<file path="config.mk">
export PLATFORM = sky130hd
export DESIGN_NAME = trace_buffer
export DESIGN_NICKNAME = d
export VERILOG_FILES = /design/src/rtl/trace_buffer.sv
export SDC_FILE = /design/constraint.sdc
export NUM_CORES = 1
export LEC_CHECK = 0
export BUFFER_PORTS_ARGS = -buffer_cell sky130_fd_sc_hd__buf_2
export CORE_MARGIN = 2
export CORE_UTILIZATION = 55
export CTS_CLUSTER_SIZE = 20
export DETAILED_ROUTE_END_ITERATION = 6
export PLACE_DENSITY = 0.84
export SLEW_MARGIN = 20
export SYNTH_ARGS = -nofsm -noshare
export SYNTH_HDL_FRONTEND = slang
export SYNTH_SLANG_ARGS = --single-unit
</file>
<file path="constraint.sdc">
create_clock -name clk -period 12.2 [get_ports clk]
set_input_delay 0.61 -clock clk [delete_from_list [all_inputs] [get_ports clk]]
set_output_delay 0.61 -clock clk [all_outputs]
set_load 0.03 [all_outputs]
</file>
<file path="src/rtl/trace_buffer.sv">
// trace_buffer: FIFO stage between trace_unit and the trace sink.
// Holds trace records until the sink accepts them over valid/ready.
// Records that arrive while the buffer is full are dropped and counted.
// Optional feature macro: TRACE_BUFFER_HWM_EN adds a high-water-mark output hwm_o.
module trace_buffer #(
  parameter int DEPTH      = 8,
  parameter int CNT_WIDTH  = 16,
  parameter int DATA_WIDTH = 64
) (
  input  logic                    clk,
  input  logic                    rst,
  input  logic                    trace_data_ready,
  input  logic [DATA_WIDTH-1:0]   trace_data_i,
  output logic                    trace_valid_o,
  output logic [DATA_WIDTH-1:0]   trace_data_o,
  input  logic                    trace_accept_i,
  output logic [$clog2(DEPTH):0]  level_o,
  output logic                    full_o,
  output logic                    overflow_o,
  output logic [CNT_WIDTH-1:0]    dropped_count_o,
`ifdef TRACE_BUFFER_HWM_EN
  output logic [$clog2(DEPTH):0]  hwm_o,
`endif
  input  logic                    clear_overflow_i
);

  localparam int AW = $clog2(DEPTH);
  localparam int PW = AW + 1;

  // Pointers carry one extra wrap bit so full and empty are distinguishable.
  logic [PW-1:0]         wr_ptr_reg, wr_ptr_next;
  logic [PW-1:0]         rd_ptr_reg, rd_ptr_next;
  logic [PW-1:0]         level;
  logic [DATA_WIDTH-1:0] mem [DEPTH];
  logic [DATA_WIDTH-1:0] head_reg, head_next;
  logic                  head_load;
  logic                  overflow_reg, overflow_next;
  logic [CNT_WIDTH-1:0]  drop_cnt_reg, drop_cnt_next;
  logic                  empty, full;
  logic                  push, pop, drop;

  assign level = wr_ptr_reg - rd_ptr_reg;
  assign empty = (level == '0);
  assign full  = (level == PW'(DEPTH));

  // Handshake decode: a pop on a full buffer frees the slot for a same-edge push.
  always_comb begin
    pop  = !empty && trace_accept_i;
    push = trace_data_ready && (!full || pop);
    drop = trace_data_ready && full && !pop;
  end

  // Next pointers, next head record and sticky overflow bookkeeping.
  always_comb begin
    rd_ptr_next   = rd_ptr_reg + PW'(pop);
    wr_ptr_next   = wr_ptr_reg + PW'(push);
    head_load     = pop || (push && empty);
    // The next head is the incoming record when it lands in the slot about to
    // become the head (empty buffer, or a single record being popped).
    if (push && (wr_ptr_reg == rd_ptr_next)) begin
      head_next = trace_data_i;
    end else begin
      head_next = mem[rd_ptr_next[AW-1:0]];
    end
    overflow_next = overflow_reg;
    drop_cnt_next = drop_cnt_reg;
    if (clear_overflow_i) begin
      overflow_next = 1'b0;
      drop_cnt_next = '0;
    end else if (drop) begin
      overflow_next = 1'b1;
      if (drop_cnt_reg != '1) begin
        drop_cnt_next = drop_cnt_reg + 1'b1;
      end
    end
  end

  // Record storage: no reset so it maps onto RAM.
  always_ff @(posedge clk) begin
    if (push) begin
      mem[wr_ptr_reg[AW-1:0]] <= trace_data_i;
    end
  end

  // Control state and the registered head record.
  always_ff @(posedge clk) begin
    if (rst) begin
      wr_ptr_reg   <= '0;
      rd_ptr_reg   <= '0;
      head_reg     <= '0;
      overflow_reg <= 1'b0;
      drop_cnt_reg <= '0;
    end else begin
      wr_ptr_reg   <= wr_ptr_next;
      rd_ptr_reg   <= rd_ptr_next;
      overflow_reg <= overflow_next;
      drop_cnt_reg <= drop_cnt_next;
      if (head_load) begin
        head_reg <= head_next;
      end
    end
  end

`ifdef TRACE_BUFFER_HWM_EN
  logic [PW-1:0] hwm_reg;
  logic [PW-1:0] level_next;

  assign level_next = wr_ptr_next - rd_ptr_next;

  // High-water mark tracks the post-edge level; a clear reloads it from that level.
  always_ff @(posedge clk) begin
    if (rst) begin
      hwm_reg <= '0;
    end else if (clear_overflow_i || (level_next > hwm_reg)) begin
      hwm_reg <= level_next;
    end
  end

  assign hwm_o = hwm_reg;
`endif

  assign trace_valid_o   = !empty;
  assign trace_data_o    = head_reg;
  assign level_o         = level;
  assign full_o          = full;
  assign overflow_o      = overflow_reg;
  assign dropped_count_o = drop_cnt_reg;

endmodule

</file>
* After elaboration in Yosys (flattened, before gate mapping) *
Memories as Yosys holds them, arrays and structs flattened.
Index checks and enable logic that the tools add are counted.

storage, ports and cells
  flip-flop bits (word level) = 89
  memory bits (writable) = 512
  output and inout port bits = 87
  memories = 1
  bits in latches = 0
  memory bits (read-only) = 0
  input port bits = 69

memories
  name  depth  width  rd ports  clocked after Yosys merged registers in  wr ports  line  RTL
  mem   8      64     1         0                                        1         34    logic [DATA_WIDTH-1:0] mem [DEPTH];

operators by class
  muxes and demuxes = 3
  multipliers = 0
  bitwise operators = 0
  magnitude comparators = 0
  reduce and logical (&&, ||, !) cells = 14
  divide/modulo/power cells = 0
  add/sub/neg operators = 4
  shift-type cells = 0
  equality and inequality tests = 3

operators by type and width
  kind                     count
  $mux W64                 1
  $add A16 B1 Y16 const B  1
  $ne A16 B16 Y1 const B   1
  $add A4 B1 Y4            2
  $logic_and A1 B1 Y1      6
  $eq A4 B4 Y1             1
  $eq A4 B4 Y1 const B     1
  $logic_not A4 Y1         1
  $sub A4 B4 Y4            1
  $logic_not A1 Y1         3
  $logic_or A1 B1 Y1       2
  $mux W1                  2
  $reduce_and A2 Y1        1
  $reduce_or A2 Y1         1

* Depth between registers and ports, before layout *
  word-level depth = 8
  depth in mapped cells = 18

* Least setup slack after synthesis *
No wires, ideal clock.

  path type = register -> register
  from = reg wr_ptr_reg[0]
  to = mem mem[4][0] (enable)
  setup slack = 2.776 ns
  cell stages (with the launch flop) = 12
  period minus slack after synthesis = 9.424 ns
  arrival = 8.757 ns
  data required time = 11.533 ns
  buffers on the path = 3
  cells stage by stage = dfxtp_1 inv_1 ha_1 inv_1 fa_1 nor2b_1 nand2_1 o41ai_2 buf_6 buf_2 buf_2 nor4b_1

on the way
  longest elaborated chain between the ends = 8

RTL lines
  item                             line  RTL
  start, declared                  31    logic [PW-1:0] wr_ptr_reg, wr_ptr_next;
  start signal, assigned           94    wr_ptr_reg <= wr_ptr_next;
  $sub A4 B4 Y4 *                  42    assign level = wr_ptr_reg - rd_ptr_reg;
  named net level_o[1]             17    output logic [$clog2(DEPTH):0] level_o,
  $logic_not A4 Y1                 43    assign empty = (level == '0);
  $logic_not A1 Y1                 48    pop = !empty && trace_accept_i;
  $logic_and A1 B1 Y1              48
  $logic_or A1 B1 Y1 *             49    push = trace_data_ready && (!full || pop);
  $logic_and A1 B1 Y1 *            49
  $mux W1 *                        80    if (push) begin
  $mux W1 (not written as such) *  81    mem[wr_ptr_reg[AW-1:0]] <= trace_data_i;
  end, declared                    34

Mark *: on every way through the listed nets, which the timed path passes. The rest lies on a longest branch.

* Final worst setup path *
  from = reg wr_ptr_reg[0]
  to = reg head_reg[30] (netlist: trace_data_o[30])

on the way
  longest elaborated chain between the ends = 8

RTL lines
  item                                                    line  RTL
  $sub A4 B4 Y4 *                                         42
  $logic_not A4 Y1 *                                      43
  $logic_not A1 Y1 *                                      48
  $logic_and A1 B1 Y1 *                                   48
  $add A4 B1 Y4 *                                         55    rd_ptr_next = rd_ptr_reg + PW'(pop);
  named net rd_ptr_next[1]                                32    logic [PW-1:0] rd_ptr_reg, rd_ptr_next;
  branches (longest 2 deep; another with $mem_v2 Z8 W64)  --
  $mux W64 *                                              60    if (push && (wr_ptr_reg == rd_ptr_next)) begin
  end signal, assigned                                    99    head_reg <= head_next;
  end, declared                                           35    logic [DATA_WIDTH-1:0] head_reg, head_next;

Mark *: on every way through the listed nets, which the timed path passes.
A chain may end at the register's enable or synchronous reset.

==> flow_summary.ini <==
[critical_path]
critical-path-slowest-cell = sky130_fd_sc_hd__ha_4
critPathArrivalTime_ps = 6010
worst_setup_path_end_kind = flop
reg2reg_from = wr_ptr_reg[0]
crit_fanout = 72
worst_path_most_repeated_cell = sky130_fd_sc_hd__inv_1
cp.required_ps = 12690
critical_path_class = flop to flop
critical_path.startpoint_type = flop
crit_path_start = wr_ptr_reg[0]
crit_path_cell_trace = inv_1 -> ha_1 -> inv_1 -> fa_1 -> xnor2_1 -> inv_1 -> nor2_1 -> o21ai_1 -> and2_1 -> ha_4 -> ha_4 -> buf_4 -> mux4_2 -> mux2i_1 -> o21ai_0 -> a32o_1
critical_path.n_buffers_inverters = 4
cp_top_family = adder cells
critical_path.max_stage_delay_ps = 970

[synth]
synth-main-ff-cell = sky130_fd_sc_hd__edfxtp_1
synth.net_count = 1311
synth_area_per_cell_um2 = 19.05
synth_warnings = 0
synth_cells = 1233
asyncSetResetFlopFracSynth_pct = 0
synth.cell_area_mm2 = 0.02349
yosys_register_bits = 601
synth_cell_type_count = 51
synth_edf_count = 512
seq_area_frac_synth_pct = 73.03

[placed_design]
dpl.cell_count = 1863
post-dp-hpwl_um = 25130
port_buffers = 155
finalWeightedCongestion = 0.8243

[timing]
timing.fmax_mhz = 181.3
maxSlewViolCount = 0
tightestPinTransition_ps = 1155
tns_ps = 0
period_share_pct = 45.22
final_hold_fails = 0
period_needed_ps = 5516
setup_repair_after_global_routing_missed_its_margin = false
fin_skew_ps = 14.69
setup_viol_count_final = 0
timing.slew.headroom_pct = 23.01

[layout]
instances_no_fill = 1972
n_fill_cell = 2813
mostFrequentLayoutCell = sky130_fd_sc_hd__edfxtp_1
most-common-layout-cells = sky130_fd_sc_hd__edfxtp_1 (512), sky130_fd_sc_hd__buf_2 (155), sky130_fd_sc_hd__mux4_2 (128), sky130_fd_sc_hd__dfxtp_1 (89), sky130_fd_sc_hd__or3_1 (71)
multiInputGateArea_mm2 = 0.006047
seq_area_mm2 = 0.01716
net_total_in_the_final_layout = 1461
area_growth_syn_to_layout_pct = 13.81
number_of_flip_flops_under_the_largest_register_name = 512
share_of_layout_cells_above_drive_strength_1_pct = 28.65

[routing]
wl_per_cell_um = 25.35
drt-vias-per-instance = 6.399
totalWireLength_um = 50000
drt_iter0_markers = 1487
drt-pass1-iter-count = 6
post-route-drc-count = 0
final_antenna_net_count = 0
num_vias = 12620

[pwr]
power-per-cell-area_mw_per_mm2 = 253.3
clock_power_share_pct = 25.6
post-layout-total-power_w = 0.006773
power_switching_share_pct = 32.87
power_frac_seq_pct = 37.0
power_leakage_nw = 8.610
combinational_power_share_pct = 37.4
power.net_switching_w = 0.002226
intPower_w = 0.004547
vdd_drop_max_mv = 0.3231

[grt]
grt_use_met1_pct = 31.83
largest_net_degree_at_the_start_of_global_routing = 81
grt_first_pass_wirelength_um = 75780
globalRoute.totalOverflow = 0
first_global_vias = 12740
antenna_found_initial = 5
grt.met2_usage_pct = 37.04
grt_busiest_layer = met2
globalRouteMet3Util_pct = 4.475
groute.usage.overall_pct = 22.72

[clock_network]
tritoncts_clock_tree = built
h-tree-depth = 2
cts_buffers = 57
clock_pin_slew_of_the_registers_on_the_worst_case_setup_and_hold_paths_ps = 70
clk-insertion-delay-late_ps = 600
post_cts_hold_buffer_count = 0
clock_sinks = 601
clock_tree.root_cell = sky130_fd_sc_hd__clkbuf_16
post_cts_resized = 0
cts_post_setup_buffers_inserted = 0
ctsLongestPathBuffers = 3

[floorplan]
number_of_rows_in_the_core_area = 75
initial_core_utilization_pct = 55.88
chipWidth_um = 210.7
io_pins = 156
core_mm2 = 0.04204
design.die.area_mm2 = 0.04439
die_y_um = 210.7

[run]
count_of_max_cap_constraint_violations = 0

[status]
status = finished clean

[min_path]
class_of_the_worst_hold_path = input pin to flop
holdCritStartpoint = trace_data_i[22]
stage by stage:
stage | hold slack, ps | instance area (µm²) | worst slack (ps) | util [%]
final | 286.1 | 26740 | 6684 | 63.60
after global placement | 444.9 | 24860 | 6920 | 59.13
after global routing | 275.9 | 26740 | 6285 | 63.60
after floorplan | 532.4 | 23490 | 2776 | -
after detailed placement | 450.1 | 24860 | 6724 | 59.13
after CTS | 256.3 | 26730 | 6709 | 63.57
Yosys cell counts (3+ instances only):
cell type / n / area share, %
sky130_fd_sc_hd__edfxtp_1: 512 / 65
sky130_fd_sc_hd__mux4_2: 128 / 12
sky130_fd_sc_hd__dfxtp_1: 89 / 7.6
sky130_fd_sc_hd__or3_1: 71 / 1.9
sky130_fd_sc_hd__o21ai_0: 69 / 1.5
sky130_fd_sc_hd__mux2i_1: 66 / 2.8
sky130_fd_sc_hd__a32o_1: 64 / 2.7
sky130_fd_sc_hd__clkbuf_1: 56 / 0.89
sky130_fd_sc_hd__buf_2: 16 / 0.34
sky130_fd_sc_hd__a21oi_1: 13 / 0.28
sky130_fd_sc_hd__nand3_1: 13 / 0.28
sky130_fd_sc_hd__nand2_1: 12 / 0.19
sky130_fd_sc_hd__inv_1: 11 / 0.18
sky130_fd_sc_hd__buf_1: 9 / 0.14
sky130_fd_sc_hd__nor2_1: 9 / 0.14
sky130_fd_sc_hd__ha_1: 8 / 0.43
sky130_fd_sc_hd__nand4_1: 7 / 0.19
sky130_fd_sc_hd__nor2b_1: 6 / 0.16
sky130_fd_sc_hd__nor4_1: 6 / 0.16
sky130_fd_sc_hd__or4_1: 6 / 0.19
sky130_fd_sc_hd__and4_1: 5 / 0.19
sky130_fd_sc_hd__o31ai_1: 5 / 0.16
sky130_fd_sc_hd__xnor2_1: 5 / 0.19
sky130_fd_sc_hd__and3_1: 4 / 0.11
sky130_fd_sc_hd__buf_6: 4 / 0.19
sky130_fd_sc_hd__nor3_1: 4 / 0.085
sky130_fd_sc_hd__xor2_1: 4 / 0.15
sky130_fd_sc_hd__and2_1: 3 / 0.080
sky130_fd_sc_hd__o311ai_1: 3 / 0.11
metal layers:
layer	vias up	share of wire, %
met5	-	0.070
li1	5438	-
met4	6	1.7
met3	76	8.2
met2	547	50
met1	6551	40
logic make-up (layout without fill, tap and decap cells):
kind of cell    after synthesis  in the layout  share of synthesized area [%]
compound gates              169            169                          5.320
xor+xnor                     10             10                         0.4047
fa+ha+maj                     9              9                         0.5113
buf+inv                      97            295                          1.779
flops                       601            601                          73.03
mux                         194            194                          15.08
other cells                   0              2                              0
simple gates                153            153                          3.877
path summary, 6_finish.rpt:
path / to / slack, ps / depth (start not counted)
max: trace_data_o[30] / 6680 / 16
min: mem[3][22] / 290 / 1
max reg2reg: trace_data_o[30] / 6680 / 16
min reg2reg: trace_data_o[55] / 460 / 1
final cells by class:
| cell class | count | share of cell area, % |
|---|---|---|
| Clock buffer | 89 | 6.392 |
| Tap cell | 539 | 2.522 |
| Sequential cell | 601 | 64.16 |
| Antenna cell | 2 | 0.01872 |
| Multi-Input combinational cell | 535 | 22.62 |
| Timing Repair Buffer | 177 | 3.547 |
| Inverter | 11 | 0.1544 |
| Clock inverter | 18 | 0.5849 |
power groups by stage:
stage                     Combinational (W)  Clock, W  Sequential, W
after floorplan                     0.00183         0        0.00267
after detailed placement            0.00255         0        0.00254
after global routing                0.00274   0.00184        0.00252
after CTS                           0.00257   0.00177        0.00250
after global placement              0.00249         0        0.00253
final                               0.00254   0.00173        0.00250
Power figures use the tool's default switching activity.
